[config.mk]
export PLATFORM = sky130hd
export DESIGN_NAME = prt_dprx_trn_ctl
export DESIGN_NICKNAME = d
export VERILOG_FILES = /design/src/rtl/prt_dprx_trn_ctl.sv
export SDC_FILE = /design/constraint.sdc
export NUM_CORES = 1
export LEC_CHECK = 0
export ABC_AREA = 1
export BUFFER_PORTS_ARGS = -buffer_cell sky130_fd_sc_hd__buf_2
export CORE_ASPECT_RATIO = 0.7
export CORE_MARGIN = 8
export CORE_UTILIZATION = 60
export DETAILED_ROUTE_END_ITERATION = 7
export PLACE_DENSITY = 0.82
export SYNTH_ARGS = -nofsm -noshare
export SYNTH_HDL_FRONTEND = slang
export SYNTH_SLANG_ARGS = --single-unit
export TNS_END_PERCENT = 20
[constraint.sdc]
create_clock -name CLK_IN -period 5.22 [get_ports CLK_IN]
set_clock_uncertainty 0.05 [all_clocks]
set_input_delay 1.044 -clock CLK_IN [delete_from_list [all_inputs] [get_ports CLK_IN]]
set_output_delay 1.044 -clock CLK_IN [all_outputs]
set_load 0.01 [all_outputs]
[src/rtl/prt_dprx_trn_ctl.sv]
// prt_dprx_trn_ctl: DP RX link-training sequencer; programs lane checkers, settles,
// evaluates per-lane match/error activity over a window and reports lock and error counts.
module prt_dprx_trn_ctl #(
    parameter int P_LANES  = 4,
    parameter int P_WIN_W  = 16,
    parameter int P_SETTLE = 64
) (
    input  logic                   CLK_IN,
    input  logic                   RSTN_IN,
    input  logic                   CTL_START_IN,
    input  logic                   CTL_ABORT_IN,
    input  logic [2:0]             CTL_TPS_IN,
    input  logic [2:0]             CTL_LANES_IN,
    input  logic [P_WIN_W-1:0]     CTL_WIN_IN,
    input  logic [P_WIN_W-1:0]     CTL_THR_IN,
    input  logic [P_LANES-1:0]     LANE_MATCH_IN,
    input  logic [P_LANES-1:0]     LANE_ERR_IN,
    output logic [P_LANES-1:0]     LANE_SET_OUT,
    output logic [2:0]             LANE_TPS_OUT,
    output logic                   STA_BUSY_OUT,
    output logic                   STA_DONE_OUT,
    output logic [P_LANES-1:0]     STA_LOCK_OUT,
    output logic [P_LANES*8-1:0]   STA_ERR_OUT
);
    localparam int SW = $clog2(P_SETTLE + 1);
    localparam int CW = P_WIN_W > SW ? P_WIN_W : SW;

    typedef enum logic [2:0] {IDLE, CFG, SETTLE, EVAL, DONE, ABRT} state_t;

    state_t               state, state_nxt;
    logic [CW-1:0]        cnt, cnt_nxt;
    logic [2:0]           tps_q;
    logic [P_LANES-1:0]   mask_q, mask_in, lock_nxt;
    logic [P_WIN_W-1:0]   win_q, thr_q;
    logic [P_WIN_W-1:0]   mcnt [P_LANES];
    logic [P_WIN_W-1:0]   mcnt_nxt [P_LANES];
    logic [P_LANES*8-1:0] err_nxt;
    logic                 req, req_ok, clr;

    always_comb begin
        req = state == IDLE && CTL_START_IN && !CTL_ABORT_IN;
        req_ok = CTL_TPS_IN != 3'd0 && (CTL_LANES_IN == 3'd1 || CTL_LANES_IN == 3'd2 || CTL_LANES_IN == 3'd4)
                 && int'(CTL_LANES_IN) <= P_LANES;
        // Counters saturate; lanes outside the latched mask never advance
        for (int i = 0; i < P_LANES; i++) begin
            mask_in[i] = i < int'(CTL_LANES_IN);
            mcnt_nxt[i] = mcnt[i] + P_WIN_W'(mask_q[i] && LANE_MATCH_IN[i] && !(&mcnt[i]));
            err_nxt[8*i+:8] = STA_ERR_OUT[8*i+:8] + 8'(mask_q[i] && LANE_ERR_IN[i] && !(&STA_ERR_OUT[8*i+:8]));
            lock_nxt[i] = mask_q[i] && mcnt_nxt[i] >= thr_q;
        end
        state_nxt = state;
        cnt_nxt = cnt;
        case (state)
            IDLE:    state_nxt = req ? (req_ok ? CFG : DONE) : IDLE;
            CFG: begin
                state_nxt = CTL_ABORT_IN ? ABRT : SETTLE;
                cnt_nxt = CW'(P_SETTLE - 1);
            end
            SETTLE: begin
                state_nxt = CTL_ABORT_IN ? ABRT : (cnt == '0 ? EVAL : SETTLE);
                cnt_nxt = cnt == '0 ? CW'(win_q == '0 ? '0 : win_q - 1'b1) : cnt - 1'b1;
            end
            EVAL: begin
                state_nxt = CTL_ABORT_IN ? ABRT : (cnt == '0 ? DONE : EVAL);
                cnt_nxt = cnt - 1'b1;
            end
            DONE:    state_nxt = CTL_ABORT_IN ? ABRT : IDLE;
            default: state_nxt = IDLE;
        endcase
        clr = state == IDLE && state_nxt != IDLE;
    end

    // Outputs are registered from the next state so they align with the state they describe
    always_ff @(posedge CLK_IN) begin
        if (!RSTN_IN) begin
            state <= IDLE;
            cnt <= '0;
            tps_q <= '0;
            mask_q <= '0;
            win_q <= '0;
            thr_q <= '0;
            for (int i = 0; i < P_LANES; i++) mcnt[i] <= '0;
            LANE_SET_OUT <= '0;
            LANE_TPS_OUT <= '0;
            STA_BUSY_OUT <= 1'b0;
            STA_DONE_OUT <= 1'b0;
            STA_LOCK_OUT <= '0;
            STA_ERR_OUT <= '0;
        end else begin
            state <= state_nxt;
            cnt <= cnt_nxt;
            if (req) begin
                tps_q <= CTL_TPS_IN;
                mask_q <= req_ok ? mask_in : '0;
                win_q <= CTL_WIN_IN;
                thr_q <= CTL_THR_IN;
            end
            LANE_SET_OUT <= state_nxt == CFG ? mask_in : (state_nxt == ABRT ? mask_q : '0);
            LANE_TPS_OUT <= state_nxt == CFG ? CTL_TPS_IN : '0;
            STA_BUSY_OUT <= state_nxt != IDLE;
            STA_DONE_OUT <= state_nxt == DONE;
            STA_LOCK_OUT <= (clr || state_nxt == ABRT) ? '0 : (state == EVAL && state_nxt == DONE ? lock_nxt : STA_LOCK_OUT);
            STA_ERR_OUT <= clr ? '0 : (state == EVAL ? err_nxt : STA_ERR_OUT);
            for (int i = 0; i < P_LANES; i++) mcnt[i] <= clr ? '0 : (state == EVAL ? mcnt_nxt[i] : mcnt[i]);
        end
    end
endmodule

; Word-level counts from Yosys, hierarchy flattened
; Memory sizes are Yosys's and may differ from the RTL's.
; Cells that the tools add are included.
[classes]
eq_ne = 10
bitwise_logic = 5
reduce_logical = 55
order_cmp = 9
addsub = 10
mux = 29
[op_table]
columns = operator, count
row1 = 16-bit 2-to-1 mux, 14
row2 = 16-bit by 1-bit adder with 16-bit output, 4
row3 = 16-bit >= comparator, 4
row4 = 16-bit AND reduction, 4
row5 = 16-bit case mux with 3 select lines, 1
row6 = 8-bit by 1-bit adder with 8-bit output, 4
row7 = 16-bit zero test, 2
row8 = 8-bit AND reduction, 4
row9 = 16-bit by 1-bit subtractor with 16-bit output (second input constant), 2
row10 = 1-bit logical AND, 26
row11 = 3-bit 2-to-1 mux, 7
row12 = 3-bit case mux with 5 select lines, 1
row13 = 3-bit equality test (second input constant), 4
row14 = 4-bit 2-to-1 mux, 3
row15 = 3-bit by 1-bit equality test with 1-bit output (second input constant), 3
row16 = 3-bit by 2-bit equality test with 1-bit output (second input constant), 3
row17 = 1-bit zero test, 9
row18 = 3-bit nonzero test, 3
row19 = 1-bit by 3-bit < comparator with 1-bit output (first input constant), 2
row20 = 2-bit by 3-bit < comparator with 1-bit output (first input constant), 2
row21 = 1-bit OR, 4
row22 = 2-bit OR reduction, 2
row23 = 3-bit less-or-equal comparator (second input constant), 1
row24 = 3-bit zero test, 1
row25 = 4 further kinds, 8
[totals]
register_bits = 100
elab_cells = 130
out_inout_bits = 45
memories = 1
input_bits = 50
ramBits = 64
[mem_list]
columns = memory, depth, width, rd, rd_clocked_by_memory_dff, write_ports, line
row1 = mcnt, 4, 16, 4, 0, 4, 35  ; logic [P_WIN_W-1:0] mcnt [P_LANES];

; Depth between registers and ports, before layout
; Gate-level depths: netlist (run 1).
[logic_depth]
word_depth = 12
mapped_depth = 21
ltp_nobuf = 21

; Worst setup path before layout (run 1)
; OpenSTA, ideal clock, no wires.
[synth_path]
path_kind = input -> register
start = input port LANE_MATCH_IN[3]
end = register STA_LOCK_OUT[3]
cell_stages = 18
arrival_ns = 3.278
setup_slack_ns = 1.822
setup_ns = 0.070
cell_sequence = nand2_1 > a41oi_1 > ha_1 > ha_1 > inv_1 > nor2_2 > nand2_1 > nor3_2 > nand2_1 > xor2_1 > inv_1 > ha_1 > nand2_1 > nor3_1 > nand3_1 > nand3_1 > nand4_1 > a21oi_1
[synth_rtl]
columns = element, line
row1 = "start, declared", 16  ; input logic [P_LANES-1:0] LANE_MATCH_IN,
row2 = "end signal, assigned", 102  ; STA_LOCK_OUT <= (clr || state_nxt == ABRT) ? '0 : (state == EVAL && state_nxt == DONE ? lock_nxt : STA_LOCK_OU ...
row3 = "end, declared", 22  ; output logic [P_LANES-1:0] STA_LOCK_OUT,

==> qor.log, run 1 <==
[route] length of the first detailed-routing pass in iterations 8
[timing] Achievable Freq 283 MHz
[synthesis] post-synth design cell area 9990 sq um
[setup_path] critical path startpoint category primary input
[clock_network] worst-skew pair later-pin latency 0.43 ns
[setup_path] Critical Path, Cell by Cell buf_2, nand2_1, a41oi_1, ha_1, ha_1, inv_1, nor2_2, nand2_1, nor3_2, nand2_1, xor2_1, inv_1, ha_1, nand2_1, nor3_1, nand3_1, nand3_1, nand4_1, a21oi_1
[setup_path] type of element capturing the critical path flop
[synthesis] Post-synth ARST share 0%
[global_route] pin count of the biggest net entering global routing 69
[synthesis] number of distinct library cell variants in the gate-level netlist after synthesis 43
[clock_network] deepest clock path buffer count 2
[route] wire length after detailed routing 26600 um
[route] routed vias 9542
[clock_network] count of instances resized after the clock tree is built 0
[route] met3 WL 2900 um
[hold_path] worst hold path type reg2reg
[setup_path] Worst path most repeated cell nand2_1
[flow_run] # Max-Cap Violations 0
[route] antenna-violating nets left 0
[pwr] power consumption 3.25 mW
[timing] Fin Hold WS 0.428 ns
[global_route] total grt overflow 0
[final_layout] final core utilization 68.6%
[setup_path] CP arrival 3.84 ns
[timing] period utilization 67.8%
[route] Met2 Wirelength 10600 um
[final_layout] design area 11200 sq um
[final_layout] area occupied by registers 3280 sq um
[floorplanning] Die Span Y 124 um
[final_layout] most common library cell in the layout ignoring fill and taps nand2_1
[route] Top Layer Used met4
[timing] final-report max-slew violation count 0
[final_layout] Layout area overhead 12.0%
[route] via density per instance 5.56
[synthesis] flip-flop cell with the highest count after synthesis dfxtp_1
[synthesis] Seq cells post-synth 164
[placement] placed standard-cell area 10600 sq um
[floorplanning] DIE WIDTH 170 um
[global_route] global-route wire length before repair 43400 um
[synthesis] synthesis warning total 0
[timing] worst relative slew slack 47.2%
[clock_network] Inserted Clock Buffers 17
[placement] number of buffers added on ports 94
[clock_network] clock root cell clkbuf_16
[timing] setup repair after global routing missed its margin false
[route] detailed-route DRC error count 0
[outcome] outcome finished, final reports clean
[clock_network] clock slew seen by the registers of the worst setup and hold paths 0.07 ns
[route] WL per Instance 15.5 um
[setup_path] required time of the critical path 5.53 ns
[synthesis] number of nets in the synthesized netlist 1530
[final_layout] Final Net Count 1609
[floorplanning] effective utilization at floorplan 61.3%
[setup_path] buffers and inverters on the worst path 3
[final_layout] antenna diode count 0
[timing] setup slack of the critical path after layout 1.68 ns
[setup_path] Worst Setup Path Type in2reg
[pwr] Worst IR Drop VDD 0.000170 V
[placement] final estimated routing congestion in global placement 0.953
[final_layout] fraction of layout instances using a drive strength above 1 11.9%
[pwr] Pleak 4.99 nW
[pwr] total power divided by cell area 290 nW/um^2
[clock_network] clock tree sinks 164
[synthesis] Gate Count Post-Synth 1398
[floorplanning] number of I/O pins 95
[global_route] global-route usage over all layers 25.6%
[placement] sum of net half-perimeters after detailed placement 19800 um
[final_layout] multi-input gate area in the final layout 5860 sq um
[clock_network] H-Tree Depth 4
[final_layout] final standard cell count with taps included and fillers excluded 1715
[clock_network] CTS tree built
[setup_path] family with the most delay on the worst path simple AND/OR/NAND/NOR gates
[synthesis] post-synthesis area per instance 7.14 sq um
[final_layout] Filler Cell Count 1400
[floorplanning] FP Rows 39
[global_route] initial antenna violation count 0
[timing] Fin. Hold Viols 0
[placement] post-placement worst setup slack 1.34 ns
[synthesis] EDFF count, synth 0
[setup_path] worst-path cell with the longest stage delay nor3_2
[timing] transition time at the pin with the least slew margin 0.791 ns
[setup_path] top fanout value on the critical path 3
[setup_path] critical path's largest stage delay 0.29 ns
[floorplanning] floorplan core area 16300 sq um
[route] number of DRC violations after detailed-routing iteration 0 855
[floorplanning] Die Footprint 21100 sq um
[synthesis] sequential element share of the synthesized area 32.9%
[timing] post-layout minimum cycle time 3.54 ns
[clock_network] hold bufs inserted after CTS 0
[timing] final-report setup violation count 0
[timing] setup tns final 0 ns
[global_route] number of global-route vias before repair 8739
[final_layout] commonest cells after routing, fill and taps aside nand2_1 (245), nor2_1 (185), dfxtp_1 (164), inv_1 (164), a21oi_1 (119)
[clock_network] setup repair bufs after CTS 0
[placement] Post-Place Cells 1683
[route] wire length on met1 12700 um
-- routing by layer --
metal  vias to the layer above  global-route usage [%]
li1                       4792                       -
met5                         -                       0
met2                       398                    36.9
met3                        28                    7.09
met1                      4324                    36.8
met4                         0                    6.94
-- state kept, by name, summed over array words and instances (netlist names) --
register      flops
LANE_SET_OUT      4
LANE_TPS_OUT      3
STA_BUSY_OUT      1
STA_DONE_OUT      1
STA_ERR_OUT      32
STA_LOCK_OUT      4
cnt              16
mask_q            4
mcnt             64
state             3
thr_q            16
win_q            16
-- worst register-to-register path, delay by kind of cell, from the launching register on --
kind            cells  cell delay, ns
simple gates       10            1.49
fa+ha+maj           3            0.69
flops               1            0.55
compound gates      2            0.34
xor+xnor            1            0.16
buf+inv             2            0.13
-- cells in the mapped netlist, types with 4 or more instances --
master	count	share of area, %
nor2_1	185	7.0
nor2_2	8	0.50
nand4_1	27	1.7
nor3_2	4	0.40
a21oi_1	119	6.0
a211oi_1	51	3.8
clkbuf_1	16	0.60
nand2_1	245	9.2
dfxtp_1	164	33
inv_2	8	0.30
nand2_2	4	0.25
buf_2	23	1.2
xor2_1	67	5.9
o21ai_0	70	3.5
ha_1	82	10
xnor2_1	11	0.96
inv_1	164	6.2
nand3_1	62	3.1
or2_2	5	0.31
nor3b_1	5	0.38
nor3_1	28	1.4
o21a_1	5	0.38
nor4_1	8	0.50
-- final cells by class --
| cell class | instances | area share, % |
|---|---|---|
| multi-input combinational | 1020 | 52.3 |
| clock inverter | 15 | 1.51 |
| sequential | 164 | 29.3 |
| timing repair buffer | 101 | 4.68 |
| clock buffer | 17 | 3.80 |
| tap | 225 | 2.52 |
| inverter | 173 | 5.80 |
-- logic make-up (layout without fill, tap and decap cells) --
kind of cell    Yosys count  after routing  share of synthesized area, %
buf+inv                 214            306                          8.48
compound gates          266            266                          15.4
xor+xnor                 78             78                          6.84
flops                   164            164                          32.9
simple gates            594            594                          26.2
fa+ha+maj                82             82                          10.3
-- final timing paths --
| path | cells after the start | endpoint | slack [ns] | startpoint |
|---|---|---|---|---|
| worst min-delay path | 2 | STA_LOCK_OUT[0] | 0.43 | STA_LOCK_OUT[0] |
| worst min register to register | 2 | STA_LOCK_OUT[0] | 0.43 | STA_LOCK_OUT[0] |
| worst max register to register | 18 | STA_LOCK_OUT[3] | 1.75 | mask_q[3] |
| worst max-delay path | 19 | STA_LOCK_OUT[3] | 1.68 | LANE_MATCH_IN[3] |
-- power by group --
group / switching, mW / internal (mW) / total, mW
clock network: 0.558 / 0.718 / 1.28
registers: 0.0356 / 1.30 / 1.33
logic: 0.436 / 0.206 / 0.642
total: 1.03 / 2.22 / 3.25
(Power assumes the default switching activity.)
==> run 2, diff against run 1 <==
- clock period: 5.22 -> 3.6 ns (I/O delays scaled with it)
==> qor.log, run 2 (same netlist as run 1, synthesis figures left out) <==
[outcome] outcome finished, final reports clean
[pwr] sequential group share of total power 40.6%
[hold_path] worst hold path type reg2reg
[setup_path] FF-to-FF setup slack 0.29 ns
[final_layout] flip-flop count of the largest register after layout 64
[floorplanning] Die Span Y 124 um
[clock_network] clock tree sinks 164
[route] detailed-route DRC error count 0
[floorplanning] effective utilization at floorplan 61.3%
[flow_run] # Max-Cap Violations 0
[setup_path] RR Startpoint mcnt[2][5]
[floorplanning] floorplan core area 16300 sq um
[hold_path] startpoint of the lowest-slack hold path STA_LOCK_OUT[3]
[timing] Achievable Freq 302 MHz
[final_layout] design area 11300 sq um
[placement] final estimated routing congestion in global placement 0.940
[pwr] Worst IR Drop VDD 0.000299 V
[global_route] total grt overflow 0
[floorplanning] Die Footprint 21100 sq um
[pwr] Sw Pwr 1.50 mW
[route] WL per Instance 15.7 um
[setup_path] worst-path cell with the longest stage delay dfxtp_1
[final_layout] antenna diode count 0
[setup_path] critical path's largest stage delay 0.35 ns
[pwr] total power divided by cell area 421 nW/um^2
[final_layout] most common library cell in the layout ignoring fill and taps nand2_1
[floorplanning] DIE WIDTH 170 um
[clock_network] clock slew seen by the registers of the worst setup and hold paths 0.06 ns
[global_route] global-route usage over all layers 26.0%
[timing] final-report max-slew violation count 0
[route] length of the first detailed-routing pass in iterations 5
[pwr] Combinational Power Share 19.7%
[final_layout] commonest cells after routing, fill and taps aside nand2_1 (245), nor2_1 (185), dfxtp_1 (164), inv_1 (164), a21oi_1 (119)
[pwr] clock network fraction of design power 39.7%
[hold_path] number of cells on the worst hold path 2
[setup_path] CP arrival 3.62 ns
[placement] placed standard-cell area 10700 sq um
[timing] period utilization 91.9%
[final_layout] register ranked first by flip-flop count mcnt
[setup_path] top fanout value on the critical path 4
[setup_path] required time of the critical path 3.91 ns
[clock_network] CTS tree built
[floorplanning] FP Rows 39
[global_route] global-route wire length before repair 44000 um
[clock_network] hold bufs inserted after CTS 0
[pwr] power consumption 4.75 mW
[timing] Fin. Hold Viols 0
[final_layout] Layout area overhead 13.0%
[final_layout] final core utilization 69.3%
[route] wire length after detailed routing 27100 um
[setup_path] reg-to-reg endpoint STA_LOCK_OUT[2]
[placement] number of buffers added on ports 94
[route] via density per instance 5.60
[final_layout] Final Net Count 1616
[timing] final-report setup violation count 0
[route] antenna-violating nets left 0
[global_route] number of global-route vias before repair 8908
[placement] sum of net half-perimeters after detailed placement 19900 um
[pwr] cell-internal power 3.25 mW
[final_layout] registers with the highest flip-flop counts mcnt: 64 flops, STA_ERR_OUT: 32 flops
[setup_path] Critical Path, Cell by Cell inv_1, nor3_2, a31oi_1, ha_1, ha_1, inv_1, nor2_1, nand3_1, nor2_1, xor2_1, inv_1, ha_1, nand2_1, nor3_1, nand3_1, nand3_1, nand2_1, nand3_1, nand2_1, nor2_1
[setup_path] type of element capturing the critical path flop
[global_route] pin count of the biggest net entering global routing 85
[clock_network] Inserted Clock Buffers 17
[setup_path] Worst R2R Path Depth 20
[timing] setup tns final 0 ns
[route] number of DRC violations after detailed-routing iteration 0 1029
[setup_path] family with the most delay on the worst path simple AND/OR/NAND/NOR gates
[timing] worst relative slew slack 45.4%
[timing] setup repair after global routing missed its margin false
[clock_network] worst-skew pair later-pin latency 0.44 ns
[final_layout] fraction of layout instances using a drive strength above 1 12.4%
[floorplanning] number of I/O pins 95
[timing] transition time at the pin with the least slew margin 0.817 ns
[clock_network] setup repair bufs after CTS 0
[setup_path] Worst path most repeated cell nand3_1
[setup_path] critical path startpoint category flop
[pwr] Switching Fraction 31.6%
[setup_path] buffers and inverters on the worst path 3
[global_route] initial antenna violation count 0
[pwr] Pleak 5.05 nW
[clock_network] H-Tree Depth 4
[hold_path] Hold Path End STA_LOCK_OUT[3]
[clock_network] clock root cell clkbuf_16
[setup_path] Worst Setup Path Type reg2reg
[timing] post-layout minimum cycle time 3.31 ns
[route] routed vias 9651
[clock_network] deepest clock path buffer count 2
run 2: worst max path at each step:
stage,cells after the start,start,slack (ns),endpoint
2_1_floorplan,18,LANE_MATCH_IN[3],0.53,STA_LOCK_OUT[3]
3_3_place_gp,18,LANE_MATCH_IN[1],0.26,STA_LOCK_OUT[1]
3_5_place_dp,19,LANE_MATCH_IN[3],0.15,STA_LOCK_OUT[3]
4_1_cts,20,mcnt[2][4],0.30,STA_LOCK_OUT[2]
5_1_grt,19,mcnt[3][5],0.0002,STA_LOCK_OUT[3]
6_report,20,mcnt[2][5],0.29,STA_LOCK_OUT[2]
run 2: per-stage QoR:
stage,setup slack [ns],std cells,hold WS [ns]
finish,0.292,1722,0.422
global route,0.000181,1722,0.440
CTS,0.304,1722,0.421
detailed placement,0.149,1690,0.411
global placement,0.257,1690,0.405
floorplan,0.526,1398,0.395
run 2: final cells by class:
| class | count | area [sq um] |
|---|---|---|
| sequential | 164 | 3280 |
| tap | 225 | 282 |
| timing repair buffer | 108 | 601 |
| clock buffer | 18 | 439 |
| inverter | 173 | 649 |
| clock inverter | 14 | 169 |
| multi-input combinational | 1020 | 5870 |
| fill | 1361 | 5010 |
run 2: worst reg2reg max path, cell delays in order, from the launching register on:
cell     delay [ns]
dfxtp_1        0.35
inv_1          0.14
nor3_2         0.08
a31oi_1        0.17
ha_1           0.23
ha_1           0.22
inv_1          0.06
nor2_1         0.18
nand3_1        0.14
nor2_1         0.16
xor2_1         0.27
inv_1          0.08
ha_1           0.28
nand2_1        0.09
nor3_1         0.27
nand3_1        0.11
nand3_1        0.10
nand2_1        0.05
nand3_1        0.08
nand2_1        0.06
nor2_1         0.08
run 2: layer usage:
layer	share of wire, %	up-vias	wire length (um)	global-route usage, %
li1	-	4809	-	-
met1	47	4371	12900	36.6
met2	40	414	10700	37.7
met3	11	57	2880	7.50
met4	2.2	0	600	8.52
met5	0	-	0	0
run 2: repair_timing:
action                                  CTS  global route
endpoints found under the hold margin     0             0
gates resized for setup                   0             2
endpoints found under the setup margin    0             2
run 2: power groups by stage:
stage / registers (mW) / logic, mW / clock network, mW
detailed placement: 1.96 / 0.907 / 0
global route: 1.93 / 1.04 / 1.98
global placement: 1.96 / 0.886 / 0
CTS: 1.92 / 0.916 / 1.91
floorplan: 1.96 / 0.675 / 0
finish: 1.93 / 0.936 / 1.89
==> run 3, diff against run 2 <==
- CORE_UTILIZATION: 60 -> 55
- PLACE_DENSITY: 0.82 -> 0.76
- clock period: 3.6 -> 4.2 ns (I/O delays scaled with it)
==> qor.log, run 3 (same netlist as run 1, synthesis figures left out) <==
[route] routed vias 9544
[timing] transition time at the pin with the least slew margin 0.855 ns
[setup_path] Worst R2R Path Depth 20
[timing] Fin. Hold Viols 0
[setup_path] critical path startpoint category flop
[final_layout] antenna diode count 0
[pwr] Worst IR Drop VDD 0.000236 V
[clock_network] clock slew seen by the registers of the worst setup and hold paths 0.06 ns
[outcome] outcome finished, final reports clean
[setup_path] type of element capturing the critical path flop
[final_layout] Layout area overhead 12.3%
[route] detailed-route DRC error count 0
[timing] period utilization 82.8%
[floorplanning] number of I/O pins 95
[timing] setup tns final 0 ns
[pwr] Pleak 5.00 nW
[global_route] initial antenna violation count 2
[clock_network] hold bufs inserted after CTS 0
[placement] final estimated routing congestion in global placement 0.945
[global_route] pin count of the biggest net entering global routing 69
[clock_network] worst-skew pair later-pin latency 0.43 ns
[hold_path] worst hold path type reg2reg
[final_layout] commonest cells after routing, fill and taps aside nand2_1 (245), nor2_1 (185), dfxtp_1 (164), inv_1 (164), a21oi_1 (119)
[clock_network] CTS tree built
[pwr] total power divided by cell area 360 nW/um^2
[timing] post-layout minimum cycle time 3.48 ns
[floorplanning] Die Footprint 22800 sq um
[flow_run] # Max-Cap Violations 0
[route] antenna-violating nets left 0
[clock_network] H-Tree Depth 4
[clock_network] setup repair bufs after CTS 0
[final_layout] flip-flop count of the largest register after layout 64
[timing] final-report max-slew violation count 0
[route] wire length after detailed routing 27300 um
[setup_path] CP arrival 3.78 ns
[clock_network] Inserted Clock Buffers 17
[setup_path] required time of the critical path 4.50 ns
[final_layout] area occupied by registers 3280 sq um
[global_route] global-route usage over all layers 24.0%
[clock_network] count of instances resized after the clock tree is built 0
[setup_path] Worst path most repeated cell nand3_1
[floorplanning] FP Rows 41
[setup_path] Critical Path, Cell by Cell nand2_1, inv_1, nand3_1, nor4_1, a41oi_1, ha_1, ha_1, nand2_2, nor2_1, nand3_1, nor2_1, xor2_1, inv_1, ha_1, nand2_1, nor3_1, nand3_1, nand3_1, nand4_1, a21oi_1
[setup_path] top fanout value on the critical path 4
[route] number of DRC violations after detailed-routing iteration 0 1000
[clock_network] clock tree sinks 164
[setup_path] critical path's largest stage delay 0.40 ns
[route] length of the first detailed-routing pass in iterations 6
[route] via density per instance 5.53
[floorplanning] Die Span Y 129 um
[timing] Achievable Freq 287 MHz
[global_route] number of global-route vias before repair 8563
[setup_path] Worst Setup Path Type reg2reg
[clock_network] deepest clock path buffer count 2
[final_layout] Final Net Count 1610
[final_layout] Filler Cell Count 1588
[route] WL per Instance 15.8 um
[timing] worst relative slew slack 42.9%
[final_layout] multi-input gate area in the final layout 5860 sq um
[placement] sum of net half-perimeters after detailed placement 20600 um
[placement] number of buffers added on ports 94
[timing] setup repair after global routing missed its margin false
[floorplanning] floorplan core area 17900 sq um
[clock_network] clock root cell clkbuf_16
[floorplanning] DIE WIDTH 177 um
[final_layout] most common library cell in the layout ignoring fill and taps nand2_1
[global_route] global-route wire length before repair 44000 um
[global_route] total grt overflow 0
[final_layout] fraction of layout instances using a drive strength above 1 11.9%
[timing] final-report setup violation count 0
[setup_path] buffers and inverters on the worst path 2
[setup_path] Crit path depth 20
[setup_path] worst-path cell with the longest stage delay dfxtp_1
[final_layout] register ranked first by flip-flop count mcnt
[floorplanning] effective utilization at floorplan 55.8%
[setup_path] family with the most delay on the worst path simple AND/OR/NAND/NOR gates
[final_layout] registers with the highest flip-flop counts mcnt: 64 flops, STA_ERR_OUT: 32 flops
[pwr] power consumption 4.04 mW
[hold_path] number of cells on the worst hold path 2
==> run 3: metrics by stage <==
step | setup slack (ns) | utilization [%] | instances | instance area [sq um] | hold slack, ns
2_1_floorplan | 1.01 | - | 1398 | 9990 | 0.395
3_3_place_gp | 0.652 | 59.4 | 1695 | 10600 | 0.408
6_report | 0.720 | 62.7 | 1726 | 11200 | 0.420
4_1_cts | 0.835 | 62.7 | 1726 | 11200 | 0.418
5_1_grt | 0.416 | 62.7 | 1726 | 11200 | 0.422
3_5_place_dp | 0.549 | 59.4 | 1695 | 10600 | 0.408
==> run 3: metal layers <==
layer	vias to the layer above	GRT usage, %	wire [um]
met1	4313	35.1	13400
met3	46	6.82	2650
met5	-	0	23
met2	378	33.3	10800
met4	4	6.95	442
li1	4803	-	-
==> run 3: power breakdown <==
part           internal, mW  switching, mW
Sequential             1.61         0.0429
Clock                 0.894          0.693
Combinational         0.258          0.539
Total                  2.76           1.28
==> run 3: worst paths after layout <==
check	startpoint	to	slack [ns]
max reg2reg	mcnt[1][7]	STA_LOCK_OUT[1]	0.72
max	mcnt[1][7]	STA_LOCK_OUT[1]	0.72
min reg2reg	STA_LOCK_OUT[3]	STA_LOCK_OUT[3]	0.42
min	STA_LOCK_OUT[3]	STA_LOCK_OUT[3]	0.42
==> run 3: area by class of cell <==
class                   instances  share of cell area (%)
well taps                     236                    2.63
multi-input cells            1020                    52.2
clock inverters                14                    1.48
clock buffers                  17                    3.79
inverters                     173                    5.79
flip-flops and latches        164                    29.3
repair buffers                102                    4.84
==> run 3: worst reg2reg max path, cell delays in order (launching register included) <==
cell,delay [ns]
dfxtp_1,0.40
nand2_1,0.07
inv_1,0.07
nand3_1,0.10
nor4_1,0.34
a41oi_1,0.21
ha_1,0.25
ha_1,0.24
nand2_2,0.11
nor2_1,0.07
nand3_1,0.13
nor2_1,0.07
xor2_1,0.19
inv_1,0.07
ha_1,0.27
nand2_1,0.07
nor3_1,0.25
nand3_1,0.10
nand3_1,0.10
nand4_1,0.11
a21oi_1,0.15
